### src/rtl/stream_gen.sv
// AXI-Stream test-pattern source (counter, PRBS-31, fixed, walking) with
// exact word counts, single-word error injection and a 4-register IPIF slave.
module stream_gen #(
    parameter int C_S_AXI_ADDR_WIDTH = 32,
    parameter int C_S_AXI_DATA_WIDTH = 32,
    parameter int N_REG              = 4
) (
    input  logic                            clk,
    input  logic                            reset,
    output logic [C_S_AXI_DATA_WIDTH-1:0]   M_AXIS_TDATA,
    output logic                            M_AXIS_TVALID,
    input  logic                            M_AXIS_TREADY,
    input  logic                            IPIF_Bus2IP_resetn,
    input  logic [C_S_AXI_ADDR_WIDTH-1:0]   IPIF_Bus2IP_Addr,
    input  logic                            IPIF_Bus2IP_RNW,
    input  logic [C_S_AXI_DATA_WIDTH/8-1:0] IPIF_Bus2IP_BE,
    input  logic [0:0]                      IPIF_Bus2IP_CS,
    input  logic [N_REG-1:0]                IPIF_Bus2IP_RdCE,
    input  logic [N_REG-1:0]                IPIF_Bus2IP_WrCE,
    input  logic [C_S_AXI_DATA_WIDTH-1:0]   IPIF_Bus2IP_Data,
    output logic [C_S_AXI_DATA_WIDTH-1:0]   IPIF_IP2Bus_Data,
    output logic                            IPIF_IP2Bus_WrAck,
    output logic                            IPIF_IP2Bus_RdAck,
    output logic                            IPIF_IP2Bus_Error
);
    localparam int DW = C_S_AXI_DATA_WIDTH;
    localparam logic [DW-1:0] ONE = 1;

    typedef enum logic [1:0] {
        S_IDLE = 2'd0,
        S_RUN  = 2'd1,
        S_DONE = 2'd2
    } state_t;

    localparam logic [1:0] M_CNT   = 2'd0;
    localparam logic [1:0] M_PRBS  = 2'd1;
    localparam logic [1:0] M_FIXED = 2'd2;

    state_t        state_q;
    logic          en_q, en_prev_q, inj_q, cont_q, tvalid_q;
    logic [1:0]    mode_q;
    logic [DW-1:0] seed_q, count_q, sent_q, remain_q, pat_q, rdata_q;
    logic [30:0]   prbs_q;
    logic          wrack_q, rdack_q;

    logic          rst_all, hs, start, last_word;
    logic [DW-1:0] pat_d, rd_d, ctrl_rd;
    logic [30:0]   prbs_d, prbs_seed;
    logic [DW+30:0] start_prbs, adv_prbs;

    logic unused_ok;
    assign unused_ok = ^{IPIF_Bus2IP_Addr, IPIF_Bus2IP_RNW, IPIF_Bus2IP_BE,
                         IPIF_Bus2IP_CS, IPIF_Bus2IP_WrCE[N_REG-1:3]};

    // Runs the x^31+x^28+1 LFSR for DW steps; first bit lands in the MSB.
    // Returns {word, state after the word}.
    function automatic logic [DW+30:0] prbs_word(input logic [30:0] s_in);
        logic [30:0]   s;
        logic [DW-1:0] w;
        logic          fb;
        s = s_in;
        w = '0;
        for (int i = 0; i < DW; i++) begin
            fb          = s[30] ^ s[27];
            s           = {s[29:0], fb};
            w[DW-1-i]   = fb;
        end
        return {w, s};
    endfunction

    assign rst_all   = reset | ~IPIF_Bus2IP_resetn;
    assign hs        = tvalid_q & M_AXIS_TREADY;
    assign start     = (state_q == S_IDLE) & en_q & ~en_prev_q;
    assign last_word = ~cont_q & (remain_q == ONE);
    assign prbs_seed = (seed_q[30:0] == 31'd0) ? 31'h7FFFFFFF : seed_q[30:0];
    assign start_prbs = prbs_word(prbs_seed);
    assign adv_prbs   = prbs_word(prbs_q);

    always_comb begin
        pat_d  = pat_q;
        prbs_d = prbs_q;
        if (start) begin
            if (mode_q == M_PRBS) {pat_d, prbs_d} = start_prbs;
            else                  pat_d = seed_q;
        end else if (hs) begin
            case (mode_q)
                M_CNT:   pat_d = pat_q + ONE;
                M_PRBS:  {pat_d, prbs_d} = adv_prbs;
                M_FIXED: pat_d = pat_q;
                default: pat_d = {pat_q[DW-2:0], pat_q[DW-1]};
            endcase
        end
    end

    always_comb begin
        ctrl_rd      = '0;
        ctrl_rd[0]   = en_q;
        ctrl_rd[2:1] = mode_q;
        ctrl_rd[4]   = inj_q;
        ctrl_rd[5]   = cont_q;
        ctrl_rd[9:8] = state_q;
        rd_d = '0;
        if (IPIF_Bus2IP_RdCE[0]) rd_d = rd_d | ctrl_rd;
        if (IPIF_Bus2IP_RdCE[1]) rd_d = rd_d | seed_q;
        if (IPIF_Bus2IP_RdCE[2]) rd_d = rd_d | count_q;
        if (IPIF_Bus2IP_RdCE[3]) rd_d = rd_d | sent_q;
    end

    always_ff @(posedge clk) begin
        if (rst_all) begin
            state_q   <= S_IDLE;
            en_q      <= 1'b0;
            en_prev_q <= 1'b0;
            inj_q     <= 1'b0;
            cont_q    <= 1'b0;
            mode_q    <= 2'd0;
            tvalid_q  <= 1'b0;
            seed_q    <= '0;
            count_q   <= '0;
            sent_q    <= '0;
            remain_q  <= '0;
            pat_q     <= '0;
            prbs_q    <= '0;
            rdata_q   <= '0;
            wrack_q   <= 1'b0;
            rdack_q   <= 1'b0;
        end else begin
            wrack_q   <= |IPIF_Bus2IP_WrCE;
            rdack_q   <= |IPIF_Bus2IP_RdCE;
            rdata_q   <= rd_d;
            en_prev_q <= en_q;
            pat_q     <= pat_d;
            prbs_q    <= prbs_d;
            if (IPIF_Bus2IP_WrCE[0]) begin
                en_q   <= IPIF_Bus2IP_Data[0];
                mode_q <= IPIF_Bus2IP_Data[2:1];
                cont_q <= IPIF_Bus2IP_Data[5];
            end
            if (IPIF_Bus2IP_WrCE[1]) seed_q  <= IPIF_Bus2IP_Data;
            if (IPIF_Bus2IP_WrCE[2]) count_q <= IPIF_Bus2IP_Data;
            // A new inject request wins over the clear of a concurrent handshake.
            if (IPIF_Bus2IP_WrCE[0] && IPIF_Bus2IP_Data[4]) inj_q <= 1'b1;
            else if (hs)                                    inj_q <= 1'b0;

            case (state_q)
                S_IDLE: begin
                    if (start) begin
                        sent_q   <= '0;
                        remain_q <= count_q;
                        if (count_q == '0 && !cont_q) begin
                            state_q <= S_DONE;
                        end else begin
                            state_q  <= S_RUN;
                            tvalid_q <= 1'b1;
                        end
                    end
                end
                S_RUN: begin
                    if (hs) begin
                        if (sent_q != '1) sent_q <= sent_q + ONE;
                        remain_q <= remain_q - ONE;
                        if (!en_q) begin
                            state_q  <= S_IDLE;
                            tvalid_q <= 1'b0;
                        end else if (last_word) begin
                            state_q  <= S_DONE;
                            tvalid_q <= 1'b0;
                        end
                    end
                end
                S_DONE: begin
                    if (!en_q) state_q <= S_IDLE;
                end
                default: begin
                    state_q  <= S_IDLE;
                    tvalid_q <= 1'b0;
                end
            endcase
        end
    end

    assign M_AXIS_TVALID     = tvalid_q;
    assign M_AXIS_TDATA      = pat_q ^ {{(DW-1){1'b0}}, inj_q};
    assign IPIF_IP2Bus_Data  = rdata_q;
    assign IPIF_IP2Bus_WrAck = wrack_q;
    assign IPIF_IP2Bus_RdAck = rdack_q;
    assign IPIF_IP2Bus_Error = 1'b0;

endmodule

### config.mk
export PLATFORM = sky130hd
export DESIGN_NAME = stream_gen
export DESIGN_NICKNAME = d
export VERILOG_FILES = /design/src/rtl/stream_gen.sv
export SDC_FILE = /design/constraint.sdc
export NUM_CORES = 1
export LEC_CHECK = 0
export CELL_PAD_IN_SITES_DETAIL_PLACEMENT = 0
export CELL_PAD_IN_SITES_GLOBAL_PLACEMENT = 2
export CORE_UTILIZATION = 36
export CTS_BUF_LIST = sky130_fd_sc_hd__clkbuf_16
export DETAILED_ROUTE_END_ITERATION = 8
export GPL_TIMING_DRIVEN = 0
export PLACE_DENSITY_LB_ADDON = 0.15
export SLEW_MARGIN = 20
export SYNTH_ARGS = -nofsm -noshare
export SYNTH_HDL_FRONTEND = slang
export SYNTH_SLANG_ARGS = --single-unit
### constraint.sdc
create_clock -name clk -period 3.85 [get_ports clk]
set_input_delay 0.5775 -clock clk [delete_from_list [all_inputs] [get_ports clk]]
set_output_delay 0.5775 -clock clk [all_outputs]
set_load 0.05 [all_outputs]
==> flow_summary.ini <==
[routing]
via_per_inst = 6.05
vias = 13500
drt-total-wl_um = 57900
wl_per_cell_um = 26.0
drc = 0
ant_nets = 0
drt_pass1_iterations = 6
drtIter0Drc = 1347

[setup_path]
cpPeakStageDelay_ns = 0.91
cp.arrival_ns = 3.93
critPathSlowestCell = nor4b_4
critPathCaptureType = register
critical_path_class = register to register
cp_top_family = buffers and inverters
cp-start-kind = register
critPathBufInv = 3
cp_cell_sequence = buf_2 -> nor4b_4 -> clkbuf_1 -> buf_1 -> o211ai_1 -> a31oi_1
critPathMaxFanout = 10
crit_required_ns = 4.34

[place]
gp_congestion = 0.963
portBuffers = 103
placedCellCount = 2176
hpwl_um = 44100
place_area_sq_um = 14600
pre_cts_slack_ns = 0.406

[timing]
whs_ns = 0.441
setup_viol = 0
slew_headroom = 0.202
hold_viol = 0
setup-tns-final_ns = 0
worst_slew_pin_slew_ns = 1.19
timing.fmax_ghz = 0.290
rsz0062_at_grt = false
min_period_over_period = 0.895
maxSlewViolCount = 0
finClkSkew_ns = 0.0298
finalCriticalPeriod_ns = 3.45
setup_slack_ns = 0.403

[grt]
grt_start_max_net_pins = 16
grt_pass1_wl_um = 85200
grt_usage = 0.314
first_global_vias = 12900
grt_overflow_total = 0
antenna_found_initial = 0

[clocking]
cts_resized = 0
cts_tree = done
clock_latency_ns = 0.59
htreeDepth = 1
clockRootBuffer = clkbuf_16
postCtsHoldBufs = 0
cts.clk_slew.worst_paths_ns = 0.06
cts.path.max_buffers = 3
cts_setup_buffers = 0
cts_buffers = 28
cts_sinks = 234

[power_and_ir_drop]
p_int_mw = 4.06
power_switching_mw = 1.63
combPwrFrac = 0.113
pwr-share-seq = 0.440
swShare = 0.287
finalPower_mw = 5.70
p_clk_frac = 0.447
p_leak_nw = 5.31
irDropWorstVdd_mv = 0.328
power_density_nw_per_um2 = 369

[synth]
synth.distinct_cells = 78
seq_area_frac_synth = 0.361
synthTopCellsByCount = 234 x dfxtp_1, 171 x nor2_1, 137 x nand2_1
synth_edf_count = 0
synth_fp_nets = 1698
yosys_warnings = 0
yosys.area.top_type_share = 0.361
yosys-top-cells-area = dfxtp_1 36%, mux2i_1 6.2%, a21oi_1 5.2%
synthCells = 1612
yosysTopAreaCell = dfxtp_1
synth_flop_cell = dfxtp_1
synth.most_common_cell = dfxtp_1
syn_area_sq_um = 13000
synth_async_sr_flop_share = 0
synth.ff_latch_count = 234
syn_avg_cell_area_sq_um = 8.05

[floorplanning]
start_util = 0.366
die_y_um = 192
num_io_pins = 150
chipWidth_um = 192
rows = 69
core_area_sq_um = 35500
die_area_sq_um = 36800

[run_status]
outcome = finished clean

[layout]
stdcell_area_sq_um = 15400
final_nets = 1831
drive_above_1_share = 0.0555
syn2layout_area_growth_pct = 19.0
diodes = 0
fillCellCount = 3652
fin_cells = 2228
final_util = 0.435

[min_path]
worstHoldPathType = input port to register

[job]
maxCapViolCount = 0
-- cells in the final DEF, fill, tap and decap left out, types with 9 or more instances in the layout --
cell type        instances
nand2b_1                 9
nor2_1                 171
a21oi_1                136
inv_1                   25
buf_4                   32
or3_1                   14
a31oi_1                 20
a211oi_1                12
clkinv_2                 9
and4_1                  15
nand3_1                 34
o221ai_1                10
clkdlybuf4s50_1        103
o22ai_1                 16
nor3_1                  24
and3_1                  11
or4_1                   21
clkbuf_1               132
xnor2_1                 43
a222oi_1                25
buf_1                   16
xor2_1                  33
a221oi_1                18
dfxtp_1                234
nor4_1                  37
a22oi_1                 16
o21ai_0                 74
o211ai_1                44
nand4_1                 32
clkbuf_16               28
o31ai_1                 23
mux2i_1                 80
nand2_1                137
-- layer usage --
| layer | GRT usage | vias up | wire length (um) |
|---|---|---|---|
| met5 | 0 | - | 0 |
| met4 | 0.152 | 0 | 2880 |
| met3 | 0.0340 | 143 | 3320 |
| met2 | 0.531 | 570 | 27600 |
| met1 | 0.395 | 6541 | 24100 |
| li1 | - | 6223 | - |
-- registers in the layout, summed over array words and instances, names as in the netlist --
name and count:
sent_q 32, mode_q 2, M_AXIS_TVALID 1, count_q 32
IPIF_IP2Bus_RdAck 1, inj_q 1, seed_q 32, en_prev_q 1
pat_q 32, prbs_q 31, en_q 1, IPIF_IP2Bus_Data 32
remain_q 32, cont_q 1, state_q 2, IPIF_IP2Bus_WrAck 1
-- power by group through the flow --
stage / clock network [mW] / registers, mW / logic [mW]
CTS: 2.57 / 2.50 / 0.632
global route: 2.69 / 2.51 / 0.678
detailed placement: 0 / 2.56 / 0.629
floorplan: 0 / 2.56 / 0.363
global placement: 0 / 2.56 / 0.630
finish: 2.55 / 2.50 / 0.643
-- kinds of logic (layout without fill, tap and decap cells) --
group                    count (synthesis)  in the layout  synth area share
AND/OR/NAND/NOR                        545            545             0.209
AO/OA/AOI/OAI                          463            463             0.240
flip-flops                             234            234             0.361
buffers and inverters                  207            362            0.0703
multiplexers                            81             81            0.0626
XOR/XNOR                                77             77            0.0530
adder cells (fa/ha/maj)                  4              4           0.00386
other                                    1              1          0.000289
-- area by class of cell --
type	instances	area, sq um	share of cell area
Inverter	20	75.1	0.00486
Timing Repair Buffer	103	1030	0.0668
Multi-Input combinational cell	1171	7380	0.478
Buffer	187	837	0.0542
Tap cell	461	577	0.0373
Clock inverter	24	159	0.0103
Clock buffer	28	701	0.0454
Sequential cell	234	4680	0.303
-- worst paths after layout --
| kind | from | end | slack, ns | depth (start not counted) |
|---|---|---|---|---|
| setup / recovery | state_q[1] | pat_q[7] | 0.40 | 6 |
| hold / removal | IPIF_Bus2IP_WrCE[1] | seed_q[26] | 0.44 | 3 |
| setup reg to reg | state_q[1] | pat_q[7] | 0.40 | 6 |
| hold reg to reg | prbs_q[28] | prbs_q[28] | 0.48 | 2 |
-- worst min-delay path: cells and delay by family --
kind / cells / cell delay (ns)
mux: 1 / 0.16
simple gates: 1 / 0.07
buf+inv: 1 / 0.18
No activity file was read; power rests on OpenSTA's default activity.
==> variant: new RTL, config.mk and constraints unchanged <==
Take the reset off `rdata_q` and load it in a clocked block of its own.
--- a/src/rtl/stream_gen.sv
+++ b/src/rtl/stream_gen.sv
@@ -123,3 +123,2 @@
             prbs_q    <= '0;
-            rdata_q   <= '0;
             wrack_q   <= 1'b0;
@@ -129,3 +128,2 @@
             rdack_q   <= |IPIF_Bus2IP_RdCE;
-            rdata_q   <= rd_d;
             en_prev_q <= en_q;
@@ -181,2 +179,6 @@
 
+    always_ff @(posedge clk) begin
+        rdata_q <= rd_d;
+    end
+
     assign M_AXIS_TVALID     = tvalid_q;
Behaviour: not the same (Yosys sat finds a counterexample within 4 cycles, from zero or initial values; the reset may be asserted at any time).
==> variant against the original RTL <==
Final area decreased by 0.41%. Worst setup slack got worse by 0.25 ns. Synthesized area decreased by 1.5%. Total power increased by 6.0%. Routed wire length increased by 4.3%. Global-route usage increased by 1.6 points. Sequential cell count unchanged.
==> variant: results (changes against the original RTL) <==
metric,value,unit,change
firstDrtPassIters,6,,unchanged
crit_family,buffers and inverters,,
netlist-cell-type-count,71,,-9.0%
synth_async_sr_flop_share,0,,unchanged
grt_max_degree,16,,unchanged
synth_common_cells,"dfxtp_1, nor2_1, nand2_1",,
power_clock,2.83,mW,+11%
clk_pin_slew,0.06,ns,about the same
use_met1,0.407,,+0.0119
grt_usage,0.329,,+0.0156
ys_warn_count,0,,unchanged
drive_above_1_share,0.0516,,-0.00384
root_buffer,clkbuf_16,,
clk_latency,0.58,ns,
drt_wl_total,60.5,mm,+4.3%
wl_met1,24.9,mm,+3.2%
p_leak,5.51,nW,+3.8%
wl_met2,27.6,mm,+0.18%
grt_pass1_wl,87.1,mm,+2.2%
drt-initial-drc-count,1430,,+6.2%
power.group.top,clock,,
slowest_delay,0.73,ns,-0.18 ns
use_met2,0.535,,+0.00470
cts_buffers,28,,unchanged
dr_wl_met3,3.33,mm,+0.30%
antenna_found_initial,0,,unchanged
vias,13445,,-0.24%
gp_congestion,0.990,,+2.8%
fin_worst_skew,0.0130,ns,-0.0168 ns
powerSeq,2.52,mW,
ys.flop_type,dfxtp_1,,
io_buffers,103,,unchanged
synth-seq-area-share,0.367,,+0.00562
worst_pin_slew,0.996,ns,-0.197 ns
diodes,0,,unchanged
topRoutingLayerUsed,met4,,
cpMaxStageDelayCell,buf_1,,
dp_hpwl,45.8,mm,+3.8%
p_int,4.35,mW,+7.0%
maxCapViolations,0,,unchanged
cp_max_fo,10,,unchanged
status,completed,,
vdd_drop_max,0.366,mV,+12%
holdBufCountCts,0,,unchanged
h-tree-depth,1,,unchanged
yosys-top-cells-area,"dfxtp_1, mux2i_1, nor2_1, a21oi_1, o21ai_0",,
cts_buffer_depth,3,,unchanged
synth_fp_nets,1694,,-0.24%
met3_usage,0.0399,,+0.00595
arrival,4.16,ns,+0.23 ns
min_path_type,reg -> reg,,
nNetsFinal,1827,,-0.22%
-- variant: changes by cell type in the layout (fill, tap and decap cells not counted), moves of 6 or more --
cell / delta
o211ai_1: -13
nand3_1: +13
nor2_1: -15
inv_1: +20
clkbuf_1: -12
a21oi_1: -22
a22oi_1: +11
or3_1: +17
nor4_1: -9
nor3_1: +8
and4_1: -6
o21ai_0: +32
-- variant: repair_timing --
action                     CTS  global route
setup endpoints to repair    2             0
buffers inserted             0             0
resized for setup            1             0
-- variant: final timing paths --
check                  start    endpoint  slack (ns)  depth (start not counted)
setup reg to reg  state_q[1]   pat_q[30]        0.15                          7
hold reg to reg   prbs_q[29]  prbs_q[29]        0.47                          2
hold / removal    prbs_q[29]  prbs_q[29]        0.47                          2
setup / recovery  state_q[1]   pat_q[30]        0.15                          7
-- variant: cell families after synthesis --
family	synth area share
buf+inv	0.0736
fa+ha+maj	0.00392
mux	0.0612
other cells	0.000293
compound gates	0.241
xor+xnor	0.0500
simple gates	0.203
flops	0.367
-- variant: metrics by stage --
step | area [um^2] | setup slack, ns | cells | total power [mW]
2_1_floorplan | 12800 | 1.48 | 1608 | 2.95
3_3_place_gp | 14400 | -0.0457 | 2166 | 3.24
3_5_place_dp | 14400 | -0.0121 | 2166 | 3.24
4_1_cts | 15400 | 0.265 | 2218 | 6.05
5_1_grt | 15400 | 0.142 | 2218 | 6.20
6_report | 15400 | 0.154 | 2218 | 6.04
-- variant: area by class of cell --
type	count	area (um^2)
tap	455	569
timing repair buffer	103	1030
buffer	176	792
fill	3673	19300
clock inverter	24	268
inverter	40	150
clock buffer	28	701
sequential	234	4680
multi-input combinational	1158	7190
